## config.mk

```make
export PLATFORM = sky130hd
export DESIGN_NAME = fft_bin_filter
export DESIGN_NICKNAME = d
export VERILOG_FILES = /design/src/rtl/fft_bin_filter.sv
export SDC_FILE = /design/constraint.sdc
export NUM_CORES = 2
export LEC_CHECK = 0
export ABC_AREA = 1
export BUFFER_PORTS_ARGS = -buffer_cell sky130_fd_sc_hd__buf_4
export CORE_UTILIZATION = 45
export CTS_CLUSTER_SIZE = 8
export DETAILED_ROUTE_END_ITERATION = 16
export PLACE_DENSITY = 0.59
export SLEW_MARGIN = 5
export SYNTH_ARGS = -nofsm -noshare
export SYNTH_HDL_FRONTEND = slang
export SYNTH_SLANG_ARGS = --single-unit
```

## constraint.sdc

```tcl
create_clock -name clk -period 15.5 [get_ports clk]
set_input_delay 1.55 -clock clk [delete_from_list [all_inputs] [get_ports clk]]
set_output_delay 1.55 -clock clk [all_outputs]
set_load 0.05 [all_outputs]
```

## src/rtl/fft_bin_filter.sv

```systemverilog
// Per-bin complex gain filter for streamed FFT frames with double-buffered coefficient banks.
// Build option: define FFT_FILTER_SAT_EN to saturate results to the signed DW range instead of wrapping.
module fft_bin_filter #(
  parameter int DW   = 16,
  parameter int N    = 16,
  parameter int CW   = 16,
  parameter int FRAC = 14
) (
  input  logic                 clk,
  input  logic                 reset_n,
  input  logic                 in_valid,
  input  logic                 in_sof,
  input  logic [DW-1:0]        in_r,
  input  logic [DW-1:0]        in_i,
  input  logic                 coef_we,
  input  logic [$clog2(N)-1:0] coef_addr,
  input  logic [CW-1:0]        coef_r,
  input  logic [CW-1:0]        coef_i,
  input  logic                 coef_commit,
  output logic                 out_valid,
  output logic [DW-1:0]        out_r,
  output logic [DW-1:0]        out_i,
  output logic [$clog2(N)-1:0] out_bin,
  output logic                 frame_done,
  output logic                 sof_err,
  output logic                 swap_pending
);

  localparam int AW = $clog2(N);
  localparam int PW = DW + CW;
  localparam int SW = DW + CW + 1;
  localparam int RW = SW + 1;
  localparam logic [CW-1:0]        UNITY = CW'(1) << FRAC;
  localparam logic signed [RW-1:0] HALF  = RW'(1) << (FRAC - 1);
`ifdef FFT_FILTER_SAT_EN
  localparam logic signed [RW-1:0] SMAX = {{(RW-DW+1){1'b0}}, {(DW-1){1'b1}}};
  localparam logic signed [RW-1:0] SMIN = {{(RW-DW+1){1'b1}}, {(DW-1){1'b0}}};
`endif

  // Round half-up at the FRAC point, then bring the result back to DW bits.
  function automatic logic [DW-1:0] round_reduce(input logic signed [SW-1:0] x);
    logic signed [RW-1:0] biased;
    logic signed [RW-1:0] shifted;
    biased  = RW'(x) + HALF;
    shifted = biased >>> FRAC;
`ifdef FFT_FILTER_SAT_EN
    if (shifted > SMAX) begin
      return {1'b0, {(DW-1){1'b1}}};
    end else if (shifted < SMIN) begin
      return {1'b1, {(DW-1){1'b0}}};
    end
`endif
    return DW'(shifted);
  endfunction

  logic                 act_q, act_d;
  logic                 pend_q, pend_d;
  logic [AW-1:0]        cnt_q, cnt_d;
  logic signed [CW-1:0] bank_r_q [2][N];
  logic signed [CW-1:0] bank_i_q [2][N];
  logic signed [CW-1:0] bank_r_d [2][N];
  logic signed [CW-1:0] bank_i_d [2][N];

  logic [AW-1:0]        tag;
  logic                 swap;
  logic                 rd_sel;
  logic                 serr;
  logic signed [CW-1:0] rd_r, rd_i;

  logic                 vld_p0_q, vld_p0_d;
  logic                 serr_p0_q, serr_p0_d;
  logic [AW-1:0]        tag_p0_q, tag_p0_d;
  logic signed [DW-1:0] ar_p0_q, ar_p0_d;
  logic signed [DW-1:0] ai_p0_q, ai_p0_d;
  logic signed [CW-1:0] cr_p0_q, cr_p0_d;
  logic signed [CW-1:0] ci_p0_q, ci_p0_d;

  logic                 vld_p1_q, vld_p1_d;
  logic                 serr_p1_q, serr_p1_d;
  logic [AW-1:0]        tag_p1_q, tag_p1_d;
  logic signed [PW-1:0] rr_p1_q, rr_p1_d;
  logic signed [PW-1:0] ii_p1_q, ii_p1_d;
  logic signed [PW-1:0] ri_p1_q, ri_p1_d;
  logic signed [PW-1:0] ir_p1_q, ir_p1_d;

  logic signed [SW-1:0] re_full, im_full;
  logic                 out_valid_q, out_valid_d;
  logic                 frame_done_q, frame_done_d;
  logic                 sof_err_q, sof_err_d;
  logic [AW-1:0]        out_bin_q, out_bin_d;
  logic [DW-1:0]        out_r_q, out_r_d;
  logic [DW-1:0]        out_i_q, out_i_d;

  // Stage p0: bin tagging, bank control, coefficient read
  always_comb begin
    tag    = in_sof ? '0 : cnt_q;
    swap   = in_valid && (tag == '0) && (pend_q || coef_commit);
    rd_sel = swap ? ~act_q : act_q;
    serr   = in_valid && in_sof && (cnt_q != '0);
    cnt_d  = in_valid ? tag + AW'(1) : cnt_q;
    act_d  = act_q ^ swap;
    pend_d = swap ? 1'b0 : (pend_q | coef_commit);

    bank_r_d = bank_r_q;
    bank_i_d = bank_i_q;
    if (coef_we) begin
      bank_r_d[~act_q][coef_addr] = coef_r;
      bank_i_d[~act_q][coef_addr] = coef_i;
    end

    // A write landing in the bank being swapped in must be seen by this very sample.
    if (coef_we && swap && (coef_addr == tag)) begin
      rd_r = coef_r;
      rd_i = coef_i;
    end else begin
      rd_r = bank_r_q[rd_sel][tag];
      rd_i = bank_i_q[rd_sel][tag];
    end

    vld_p0_d  = in_valid;
    serr_p0_d = serr;
    tag_p0_d  = in_valid ? tag : tag_p0_q;
    ar_p0_d   = in_valid ? $signed(in_r) : ar_p0_q;
    ai_p0_d   = in_valid ? $signed(in_i) : ai_p0_q;
    cr_p0_d   = in_valid ? rd_r : cr_p0_q;
    ci_p0_d   = in_valid ? rd_i : ci_p0_q;
  end

  // Stage p1: four partial products
  always_comb begin
    vld_p1_d  = vld_p0_q;
    serr_p1_d = serr_p0_q;
    tag_p1_d  = vld_p0_q ? tag_p0_q : tag_p1_q;
    rr_p1_d   = vld_p0_q ? PW'(ar_p0_q) * PW'(cr_p0_q) : rr_p1_q;
    ii_p1_d   = vld_p0_q ? PW'(ai_p0_q) * PW'(ci_p0_q) : ii_p1_q;
    ri_p1_d   = vld_p0_q ? PW'(ar_p0_q) * PW'(ci_p0_q) : ri_p1_q;
    ir_p1_d   = vld_p0_q ? PW'(ai_p0_q) * PW'(cr_p0_q) : ir_p1_q;
  end

  // Stage p2: combine, round, reduce; data outputs hold while idle
  always_comb begin
    re_full      = SW'(rr_p1_q) - SW'(ii_p1_q);
    im_full      = SW'(ri_p1_q) + SW'(ir_p1_q);
    out_valid_d  = vld_p1_q;
    sof_err_d    = vld_p1_q && serr_p1_q;
    frame_done_d = vld_p1_q && (tag_p1_q == AW'(N - 1));
    out_bin_d    = vld_p1_q ? tag_p1_q : out_bin_q;
    out_r_d      = vld_p1_q ? round_reduce(re_full) : out_r_q;
    out_i_d      = vld_p1_q ? round_reduce(im_full) : out_i_q;
  end

  always_ff @(posedge clk or negedge reset_n) begin
    if (!reset_n) begin
      act_q        <= 1'b0;
      pend_q       <= 1'b0;
      cnt_q        <= '0;
      vld_p0_q     <= 1'b0;
      serr_p0_q    <= 1'b0;
      vld_p1_q     <= 1'b0;
      serr_p1_q    <= 1'b0;
      out_valid_q  <= 1'b0;
      frame_done_q <= 1'b0;
      sof_err_q    <= 1'b0;
      out_bin_q    <= '0;
      out_r_q      <= '0;
      out_i_q      <= '0;
      for (int b = 0; b < 2; b++) begin
        for (int k = 0; k < N; k++) begin
          bank_r_q[b][k] <= UNITY;
          bank_i_q[b][k] <= '0;
        end
      end
    end else begin
      act_q        <= act_d;
      pend_q       <= pend_d;
      cnt_q        <= cnt_d;
      vld_p0_q     <= vld_p0_d;
      serr_p0_q    <= serr_p0_d;
      vld_p1_q     <= vld_p1_d;
      serr_p1_q    <= serr_p1_d;
      out_valid_q  <= out_valid_d;
      frame_done_q <= frame_done_d;
      sof_err_q    <= sof_err_d;
      out_bin_q    <= out_bin_d;
      out_r_q      <= out_r_d;
      out_i_q      <= out_i_d;
      bank_r_q     <= bank_r_d;
      bank_i_q     <= bank_i_d;
    end
  end

  always_ff @(posedge clk) begin
    tag_p0_q <= tag_p0_d;
    ar_p0_q  <= ar_p0_d;
    ai_p0_q  <= ai_p0_d;
    cr_p0_q  <= cr_p0_d;
    ci_p0_q  <= ci_p0_d;
    tag_p1_q <= tag_p1_d;
    rr_p1_q  <= rr_p1_d;
    ii_p1_q  <= ii_p1_d;
    ri_p1_q  <= ri_p1_d;
    ir_p1_q  <= ir_p1_d;
  end

  assign out_valid    = out_valid_q;
  assign out_r        = out_r_q;
  assign out_i        = out_i_q;
  assign out_bin      = out_bin_q;
  assign frame_done   = frame_done_q;
  assign sof_err      = sof_err_q;
  assign swap_pending = pend_q;

endmodule

```

==> run_results.csv <==
group,metric,value,unit
setup_path,cpMostUsedCell,"fa_1",
cells_and_area,drive_gt1_frac,0.0449,
synth,ys.flop_type,"dfrtp_1",
detailed_routing,wl,294000,um
synth,synth_cell_types,44,
synth,async_flop_share,0.848,
setup_path,cp.depth,19,
detailed_routing,met3_length,18400,um
setup_path,critical_path_class,"flop to flop",
placed_design,portBuffers,113,
setup_path,worst_setup_path_end_kind,"flop",
setup_path,ff2ff_path_depth,19,
timing,tightest_slew,1.23,ns
clocking,clk_pin_slew_worst_paths,0.06,ns
timing,tns,0,ns
timing,fmax,0.145,GHz
clocking,cts_tree,"yes",
detailed_routing,first_iter_violations,6472,
clocking,cts_inserted_buffers,181,
clocking,cts-resized-gates,0,
setup_path,max_stage_delay,0.80,ns
global_route,grt_max_degree,224,
setup_path,arrival,7.49,ns
global_route,first_global_vias,80100,
synth,postSynthNetCount,14100,
setup_path,crit_family,"adder cells",
cells_and_area,final_common_cell,"nand2_1",
hold_path,hp-class,"flop to flop",
global_route,track_usage,0.269,
detailed_routing,routed.top_layer,"met4",
hold_path,hold_end,"tag_p1_q[1]",
setup_path,cp-start-kind,"flop",
timing,fin_skew,0.0940,ns
setup_path,cp.required,16.10,ns
timing,period_share,0.445,
cells_and_area,fillers,21400,
placed_design,hpwl,188000,um
clocking,clock_sinks,1265,
detailed_routing,viasPerCell,5.23,
synth,synth_cells,12600,
hold_path,min_from,"tag_p0_q[1]",
synth,synth_edf_count,192,
timing,fin_crit,6.90,ns
synth,yosysSeqAreaShare,0.329,
clocking,cts_root_buf,"clkbuf_16",
setup_path,timing.rr.end,"ir_p1_q[26]",
detailed_routing,wire_per_inst,19.3,um
floorplan,core-area,0.220,mm^2
synth,synth-seq-cells,1265,
detailed_routing,via_count,79900,
detailed_routing,drt_pre_antenna_iters,6,
floorplan,die_w,472,um
clocking,clock_path_buffers,3,
global_route,overflow,0,
setup_path,ff2ff_setup_slack,8.60,ns
floorplan,die_y,472,um
detailed_routing,remaining_drc_errors,0,
clocking,htreeDepth,4,
synth,syn-cell-area,0.0994,mm^2
clocking,clock_latency,0.86,ns
setup_path,crit_chain,"buf_4, nand2_1, inv_1, fa_1, inv_1, fa_1, inv_1, fa_1, fa_1, fa_1, fa_1, ha_1, nand2_1, nor2_1, nand2_1, o311ai_0, nand2_1, nand2_1, xor2_1",
run_status,status,"finished clean",
setup_path,worstPathMaxFanout,32,
floorplan,die_area,0.223,mm^2
clocking,hold_buffers,0,
global_route,grt_pass1_wl,466000,um
hold_path,hold-path-cell-count,0,
detailed_routing,drt-met1-wl,125000,um
setup_path,worstReg2RegStart,"cr_p0_q[1]",
timing,slew_viol_final,0,
timing,finalSetupViolCount,0,
cells_and_area,area_delta_synth_final,8.20,%
floorplan,io_pins,114,
detailed_routing,wl_met2,139000,um
synth,syn_avg_cell_area,7.89,um^2
floorplan,initial_core_util,0.453,
cells_and_area,nets,13800,
setup_path,cp_slowest_cell,"fa_1",
placed_design,gp_congestion,0.906,
flow_run,maxCapViolCount,0,
timing,hold_violations,0,
detailed_routing,ant_nets,0,
cells_and_area,layout_common_cells,"nand2_1, inv_1, o21ai_0",
setup_path,path_buf_inv,4,
synth,yosysWarnings,0,
global_route,antenna_found_initial,7,
clocking,cts_setup_buffers,0,
floorplan,rows,172,
timing,rsz0062_at_grt,"no",
timing,max_slew_margin,0.179,
-- synthesized netlist by cell type (22+ instances only) --
cell type	instances	area, um^2
nor2_1	363	1360
xnor2_1	62	543
buf_4	33	248
edfxtp_1	192	5770
xor2_1	104	911
o21ai_0	1123	5620
nand3_1	715	3580
inv_1	2379	8930
buf_2	66	330
dfrtp_1	1041	26000
o211ai_1	39	293
nor3_1	26	130
nand2_1	4046	15200
fa_1	992	19900
nand4_1	26	163
ha_1	428	5360
buf_1	33	124
dfstp_2	32	841
a31oi_1	23	144
a21o_1	22	165
clkbuf_1	577	2170
a21oi_1	183	916
-- layer usage --
layer / vias to the layer above / track usage
li1: 37400 / -
met3: 493 / 0.0376
met5: - / 0
met2: 2562 / 0.443
met4: 0 / 0.102
met1: 39500 / 0.360
-- layout make-up --
cell class,count,area [um^2],area share
Antenna cell,2,5.00,0.0000465
Clock buffer,246,4840,0.0450
Clock inverter,24,498,0.00463
Inverter,2383,8950,0.0832
Multi-Input combinational cell,8243,55100,0.512
Sequential cell,1265,32700,0.304
Tap cell,2871,3590,0.0334
Timing Repair Buffer,249,1940,0.0180
-- sequential cells by signal (all words and copies together), names as in the netlist, 4 cells and up --
signal    flops
out_r        16
rr_p1_q      30
ai_p0_q      16
cr_p0_q      16
ri_p1_q      30
ar_p0_q      16
tag_p1_q      4
out_bin       4
ci_p0_q      16
ir_p1_q      30
out_i        16
bank_r_q    512
bank_i_q    512
tag_p0_q      4
cnt_q         4
ii_p1_q      30
-- cell families after synthesis --
group | synth area share
flip-flops | 0.329
adder cells (fa/ha/maj) | 0.254
AND/OR/NAND/NOR | 0.208
buffers and inverters | 0.119
AO/OA/AOI/OAI | 0.0758
XOR/XNOR | 0.0146
-- how the worst max path moves through the flow --
stage	slack [ns]	end	from
after global placement	8.21	ci_p0_q[3]	in_sof
after detailed placement	8.20	ci_p0_q[3]	in_sof
after global routing	8.32	ir_p1_q[26]	cr_p0_q[1]
after CTS	8.71	ir_p1_q[26]	cr_p0_q[1]
final	8.60	ir_p1_q[26]	cr_p0_q[1]
after floorplan	9.57	ir_p1_q[26]	ai_p0_q[15]
-- stage by stage --
step | cell area, um^2 | util | hold WS (ns) | setup slack [ns] | cells
finish | 108000 | 0.490 | 0.416 | 8.60 | 15300
global route | 108000 | 0.490 | 0.441 | 8.32 | 15300
CTS | 108000 | 0.490 | 0.417 | 8.71 | 15300
detailed placement | 102000 | 0.466 | 0.405 | 8.20 | 15000
global placement | 102000 | 0.466 | 0.413 | 8.21 | 15000
floorplan | 99400 | - | 0.331 | 9.57 | 12600
Power is not shown: default switching activity piles up to over one toggle a cycle in this logic, so the estimate is an artifact.
